===== config.mk =====
export PLATFORM = sky130hd
export DESIGN_NAME = usb_rx_buffer
export DESIGN_NICKNAME = d
export VERILOG_FILES = /design/src/rtl/usb_tcpc_pkg.sv /design/src/rtl/rx_buffer_ram.sv /design/src/rtl/usb_rx_buffer.sv
export SDC_FILE = /design/constraint.sdc
export NUM_CORES = 1
export LEC_CHECK = 0
export CORE_UTILIZATION = 25
export CTS_CLUSTER_DIAMETER = 100
export DETAILED_ROUTE_END_ITERATION = 8
export GPL_TIMING_DRIVEN = 1
export PLACE_DENSITY = 0.47
export SLEW_MARGIN = 20
export SYNTH_ARGS = -nofsm -noshare
export SYNTH_HDL_FRONTEND = slang
export SYNTH_SLANG_ARGS = --single-unit

===== constraint.sdc =====
create_clock -name CLK -period 4.4 [get_ports CLK]
set_input_delay 0.44 -clock CLK [delete_from_list [all_inputs] [get_ports CLK]]
set_output_delay 0.44 -clock CLK [all_outputs]
set_load 0.03 [all_outputs]

===== src/rtl/usb_tcpc_pkg.sv =====
// Shared TCPC definitions: register map, ALERT bit positions and receive-buffer state encodings.
package usb_tcpc_pkg;

    localparam logic [7:0] REG_RECEIVE_BYTE_COUNT = 8'h30;
    localparam logic [7:0] REG_RX_BUF_FRAME_TYPE  = 8'h31;

    localparam int ALERT_RX_STATUS_BIT   = 2;
    localparam int ALERT_RX_OVERFLOW_BIT = 10;

    localparam int RX_BUF_DEPTH = 31;

    typedef enum logic [2:0] {
        ST_EMPTY   = 3'b001,
        ST_FILLING = 3'b010,
        ST_LOCKED  = 3'b100
    } rx_buf_state_t;

    typedef enum logic [1:0] {
        RD_SEL_ZERO  = 2'd0,
        RD_SEL_COUNT = 2'd1,
        RD_SEL_RAM   = 2'd2
    } rx_rd_sel_t;

endpackage


===== src/rtl/rx_buffer_ram.sv =====
// DEPTH x 8 receive storage: one synchronous write port, one registered read port (read-before-write).
module rx_buffer_ram #(
    parameter int DEPTH  = 31,
    parameter int ADDR_W = $clog2(DEPTH)
) (
    input  logic              CLK,
    input  logic              wr_en,
    input  logic [ADDR_W-1:0] wr_addr,
    input  logic [7:0]        wr_data,
    input  logic              rd_en,
    input  logic [ADDR_W-1:0] rd_addr,
    output logic [7:0]        rd_data
);

    logic [7:0] mem [DEPTH];

    always_ff @(posedge CLK) begin
        if (wr_en) begin
            mem[wr_addr] <= wr_data;
        end
        if (rd_en) begin
            rd_data <= mem[rd_addr];
        end
    end

endmodule


===== src/rtl/usb_rx_buffer.sv =====
// USB Type-C receive buffer with byte count, status and overflow flags.
// Optional RX_BUF_AUTO_RELEASE_EN: reading the last stored byte of a locked message releases it.
//
// state      | meaning
// ST_EMPTY   | no message bytes stored
// ST_FILLING | message in progress, writes accepted
// ST_LOCKED  | complete message held, writes rejected until released
module usb_rx_buffer
    import usb_tcpc_pkg::*;
#(
    parameter int         DEPTH     = RX_BUF_DEPTH,
    parameter logic [7:0] BASE_ADDR = REG_RX_BUF_FRAME_TYPE
) (
    input  logic       CLK,
    input  logic       reset,
    input  logic       iWR_EN,
    input  logic [7:0] iDIR_WRITE,
    input  logic [7:0] iDATA,
    input  logic       iMSG_END,
    input  logic       iRD_EN,
    input  logic [7:0] iDIR_READ,
    input  logic       iCLEAR,
    output logic [7:0] oDATA_READ,
    output logic       oRD_VALID,
    output logic [7:0] oRECEIVE_BYTE_COUNT,
    output logic       oRX_STATUS,
    output logic       oRX_OVERFLOW,
    output logic       oBUF_LOCKED
);

    localparam int ADDR_W = $clog2(DEPTH);
    localparam logic [7:0] DEPTH8 = 8'(DEPTH);

    rx_buf_state_t state_q;
    rx_rd_sel_t    rd_sel_q;
    logic [7:0]    count_q;
    logic [7:0]    rd_count_q;
    logic [7:0]    ram_rd_data;
    logic          rx_status_q;
    logic          overflow_q;
    logic          rd_valid_q;

    logic [7:0] wr_offset;
    logic [7:0] rd_offset;
    logic [7:0] wr_end;
    logic [7:0] count_next;
    logic       wr_in_range;
    logic       rd_in_range;
    logic       auto_release;
    logic       clear_eff;
    logic       wr_accept;
    logic       wr_reject;

    assign wr_offset   = iDIR_WRITE - BASE_ADDR;
    assign rd_offset   = iDIR_READ - BASE_ADDR;
    assign wr_in_range = (wr_offset < DEPTH8);
    assign rd_in_range = (rd_offset < count_q);

`ifdef RX_BUF_AUTO_RELEASE_EN
    assign auto_release = (state_q == ST_LOCKED) && iRD_EN && (count_q != 8'd0)
                          && (rd_offset == count_q - 8'd1);
`else
    assign auto_release = 1'b0;
`endif

    // Clear wins over any same-cycle write or message end.
    assign clear_eff = iCLEAR || auto_release;
    assign wr_accept = iWR_EN && wr_in_range && (state_q != ST_LOCKED) && !clear_eff;
    assign wr_reject = iWR_EN && (!wr_in_range || (state_q == ST_LOCKED)) && !clear_eff;

    assign wr_end     = wr_offset + 8'd1;
    assign count_next = (wr_end > count_q) ? ((wr_end > DEPTH8) ? DEPTH8 : wr_end) : count_q;

    rx_buffer_ram #(.DEPTH(DEPTH), .ADDR_W(ADDR_W)) u_ram (
        .CLK     (CLK),
        .wr_en   (wr_accept),
        .wr_addr (wr_offset[ADDR_W-1:0]),
        .wr_data (iDATA),
        .rd_en   (iRD_EN && rd_in_range),
        .rd_addr (rd_offset[ADDR_W-1:0]),
        .rd_data (ram_rd_data)
    );

    always_ff @(posedge CLK) begin
        if (reset) begin
            state_q     <= ST_EMPTY;
            count_q     <= 8'd0;
            rx_status_q <= 1'b0;
            overflow_q  <= 1'b0;
            rd_valid_q  <= 1'b0;
            rd_sel_q    <= RD_SEL_ZERO;
            rd_count_q  <= 8'd0;
        end else begin
            rd_valid_q <= iRD_EN;
            if (iRD_EN) begin
                rd_count_q <= count_q;
                if (iDIR_READ == BASE_ADDR - 8'd1) begin
                    rd_sel_q <= RD_SEL_COUNT;
                end else if (rd_in_range) begin
                    rd_sel_q <= RD_SEL_RAM;
                end else begin
                    rd_sel_q <= RD_SEL_ZERO;
                end
            end

            if (clear_eff) begin
                state_q     <= ST_EMPTY;
                count_q     <= 8'd0;
                rx_status_q <= 1'b0;
                overflow_q  <= 1'b0;
            end else begin
                if (wr_accept) begin
                    count_q <= count_next;
                end
                if (wr_reject) begin
                    overflow_q <= 1'b1;
                end
                case (state_q)
                    ST_EMPTY: begin
                        // A message end with nothing written leaves the buffer empty.
                        if (wr_accept && iMSG_END) begin
                            state_q     <= ST_LOCKED;
                            rx_status_q <= 1'b1;
                        end else if (wr_accept) begin
                            state_q <= ST_FILLING;
                        end
                    end
                    ST_FILLING: begin
                        if (iMSG_END) begin
                            state_q     <= ST_LOCKED;
                            rx_status_q <= 1'b1;
                        end
                    end
                    ST_LOCKED: begin
                        state_q <= ST_LOCKED;
                    end
                    default: begin
                        state_q <= ST_EMPTY;
                    end
                endcase
            end
        end
    end

    always_comb begin
        oDATA_READ = 8'h00;
        case (rd_sel_q)
            RD_SEL_COUNT: oDATA_READ = rd_count_q;
            RD_SEL_RAM:   oDATA_READ = ram_rd_data;
            default:      oDATA_READ = 8'h00;
        endcase
    end

    assign oRD_VALID           = rd_valid_q;
    assign oRECEIVE_BYTE_COUNT = count_q;
    assign oRX_STATUS          = rx_status_q;
    assign oRX_OVERFLOW        = overflow_q;
    assign oBUF_LOCKED         = (state_q == ST_LOCKED);

endmodule


==> impl_metrics.env <==
export IMPL_path_class="input port to flop"
export IMPL_r2r_start="state_q[2]"
export IMPL_peakVddDrop_mv=0.297
export IMPL_power_leakage_nw=4.66
export IMPL_grt_pass1_wl_um=42600
export IMPL_synth_top_family_by_area="multiplexers"
export IMPL_die_h_um=219
export IMPL_hold_viol=0
export IMPL_dr_total_vias=6284
export IMPL_clock_sinks=280
export IMPL_status="finished clean"
export IMPL_synth_avg_cell_area_um2=17.6
export IMPL_dp_cells=1337
export IMPL_hp_class="input port to flop"
export IMPL_hold_ws_ns=0.424
export IMPL_cp_data_arrival_time_ns=3.98
export IMPL_antenna_cells=0
export IMPL_clk_pin_slew_ns=0.06
export IMPL_synth_adder_area_share_pct=2.33
export IMPL_r2r_slack_ns=2.01
export IMPL_synth_cell_type_count=51
export IMPL_gr_total_overflow=0
export IMPL_ys_top_cells_by_area="edfxtp_1 (65%), mux4_2 (14%), dfxtp_1 (4.1%), ha_1 (2.3%), nor2_1 (1.8%)"
export IMPL_seqCellArea_um2=8170
export IMPL_syn_cell_area_um2=11800
export IMPL_insertion_delay_ns=0.57
export IMPL_cp_required_ns=4.87
export IMPL_ioPinCount=50
export IMPL_finalSetupTns_ns=0
export IMPL_hold_end="u_ram.mem[16][6]"
export IMPL_track_usage_pct=12.1
export IMPL_post_drt_wl_per_cell_um=20.6
export IMPL_yosysSeqAreaShare_pct=69.1
export IMPL_maxCapViolCount=0
export IMPL_maxSlewHeadroom_pct=37.0
export IMPL_start_kind="input port"
export IMPL_tightest_slew_ns=0.943
export IMPL_rr_worst_depth=7
export IMPL_syn_inst=670
export IMPL_ys_warn_count=0
export IMPL_synth_edff_count=256
export IMPL_routed_wl_um=28700
export IMPL_post_cts_resized=0
export IMPL_initial_core_util_pct=25.4
export IMPL_die_x_um=219
export IMPL_finalSetupViolations=0
export IMPL_rows=79
export IMPL_core_um2=46600
export IMPL_htreeDepth=1
export IMPL_min_period_ns=3.51
export IMPL_end_kind="flop"
export IMPL_cts_setup_buffers=0
export IMPL_hp_start="iDATA[6]"
export IMPL_area_growth_pct=22.2
export IMPL_antenna_found_initial=0
export IMPL_portBuffers=49
export IMPL_first_pass_iters=4
export IMPL_cts_tree="built"
export IMPL_power_mw=6.29
export IMPL_rsz0062_at_grt="false"
export IMPL_stdcell_count=1395
export IMPL_report_final_slew_viol_count=0
export IMPL_gp_congestion=0.775
export IMPL_synth_compound_area_share_pct=3.93
export IMPL_max_freq_mhz=285
export IMPL_synth_flop_cell="edfxtp_1"
export IMPL_ant_nets=0
export IMPL_drc=0
export IMPL_multi_input_area_um2=3480
export IMPL_drive_above_1_share_pct=24.6
export IMPL_synthSimpleGateAreaFrac_pct=5.51
export IMPL_nFillCells=4513
export IMPL_synth_nets=722
export IMPL_synth_xor_area_share_pct=1.11
export IMPL_fin_worst_skew_ns=0.0123
export IMPL_ys_seq_elements=280
export IMPL_async_reset_ff_share_pct=0
export IMPL_die_area_um2=48100
export IMPL_drt_iter0_markers=512
export IMPL_via_per_inst=4.50
export IMPL_cpMaxStageDelayCell="clkdlybuf4s50_1"
export IMPL_place_hpwl_um=19100
export IMPL_hold_buffers=0
export IMPL_power_density_nw_per_um2=435
export IMPL_critPathMaxFanout=9
export IMPL_crit_path_cell_trace="clkdlybuf4s50_1 -> inv_1 -> ha_1 -> nor2b_1 -> buf_4 -> a21oi_1 -> o21ai_0 -> nor2b_1 -> nand2_1 -> xnor2_1 -> ha_1 -> nand2_1 -> o21ai_0 -> mux2_2 -> o31a_1 -> a21oi_1 -> a311oi_1"
export IMPL_min_period_over_period_pct=79.7
export IMPL_cts_buffer_depth=3
export IMPL_synth_area_leader_cell="edfxtp_1"
export IMPL_cts_root_buffer="clkbuf_16"
export IMPL_slowest_delay_ns=0.48
export IMPL_grt_start_max_net_pins=67
export IMPL_cts_buffers=31
export IMPL_yosys_area_top_type_share_pct=65.1
export IMPL_fin_nets=815
export IMPL_reg2reg_to="u_ram.mem[26][4]"
export IMPL_muxShareOfSynthArea_pct=16.2
export IMPL_grt_pass1_vias=6284
export IMPL_hold_depth=1
## sequential cells by signal, indices dropped and copies added (netlist names)
| name | count |
|---|---|
| u_ram.mem | 248 |
| oRECEIVE_BYTE_COUNT | 8 |
| rd_count_q | 8 |
| u_ram.rd_data | 8 |
| state_q | 3 |
| rd_sel_q | 2 |
| oRD_VALID | 1 |
| oRX_OVERFLOW | 1 |
| oRX_STATUS | 1 |
## metrics by stage
step                      setup slack [ns]  utilization (%)  area [um^2]
final                                0.891             31.0        14400
after global routing                 0.559             31.0        14400
after CTS                            0.946             31.0        14400
after detailed placement             0.375             28.6        13300
after global placement               0.467             28.6        13300
after floorplan                     0.0586                -        11800
## synth_stat cells (3+ instances only)
cell and number:
edfxtp_1 256, mux4_2 72, nor2_1 56, a21oi_1 24
dfxtp_1 24, ha_1 22, inv_1 20, clkbuf_1 19
mux2i_1 18, nand2_1 18, nor3_1 13, mux2_2 10
a22oi_1 9, xor2_1 9, and3_1 7, nor2b_1 7
o21ai_0 7, buf_2 6, nand3_1 6, xnor2_1 6
buf_1 5, o21a_1 5, or2_2 5, a31oi_1 4
nand2b_1 4, nor3b_1 4, a311oi_1 3
## worst max-delay path, delay by kind of cell
| kind | cells | cell delay (ns) |
|---|---|---|
| compound gates | 6 | 1.26 |
| buf+inv | 3 | 0.76 |
| xor+xnor | 1 | 0.13 |
| mux | 1 | 0.24 |
| simple gates | 4 | 0.50 |
| fa+ha+maj | 2 | 0.65 |
## final cells by class
| cell class | count | share of cell area, % |
|---|---|---|
| clock buffers | 33 | 5.42 |
| repair buffers | 92 | 5.68 |
| well taps | 607 | 5.26 |
| flip-flops and latches | 280 | 56.6 |
| multi-input cells | 338 | 24.1 |
| inverters | 20 | 0.520 |
| clock inverters | 25 | 2.46 |
## cell families (layout without fill, tap and decap cells)
kind of cell,count (synthesis),after routing
adder cells (fa/ha/maj),22,22
XOR/XNOR,15,15
AO/OA/AOI/OAI,70,70
AND/OR/NAND/NOR,131,131
multiplexers,100,100
flip-flops,280,280
buffers and inverters,52,170
## worst max-delay path by stage
stage	to	slack, ns	startpoint
2_1_floorplan	u_ram.rd_data[0]	0.06	iDIR_READ[0]
3_3_place_gp	oRECEIVE_BYTE_COUNT[1]	0.47	iDIR_WRITE[0]
3_5_place_dp	oRECEIVE_BYTE_COUNT[1]	0.38	iDIR_WRITE[0]
4_1_cts	oRECEIVE_BYTE_COUNT[0]	0.95	iDIR_WRITE[0]
5_1_grt	oRECEIVE_BYTE_COUNT[0]	0.56	iDIR_WRITE[0]
6_report	oRECEIVE_BYTE_COUNT[0]	0.89	iDIR_WRITE[0]
## where the power goes
part	switching [mW]	internal (mW)	total [mW]
clock	1.05	1.81	2.87
combinational	0.280	0.217	0.498
sequential	0.00478	2.92	2.92
total	1.34	4.95	6.29
## cells in the final DEF (no fill, tap or decap), types with 8 or more instances in the layout
cell type	instances
nor2_1	56
dfxtp_1	24
nand2_1	18
mux2i_1	18
clkbuf_16	31
bufinv_16	9
nor3_1	13
mux4_2	72
a21oi_1	24
a22oi_1	9
clkdlybuf4s50_1	45
edfxtp_1	256
inv_1	20
xor2_1	8
ha_1	21
mux2_2	10
buf_4	42
## layer usage
metal	vias up	GRT usage, %	part of all wire (%)
met4	0	2.71	1.7
met1	3251	17.2	48
met5	-	0	0
li1	2860	-	-
met3	35	2.02	4.4
met2	138	19.3	46
No activity file was read; power rests on OpenSTA's default activity.
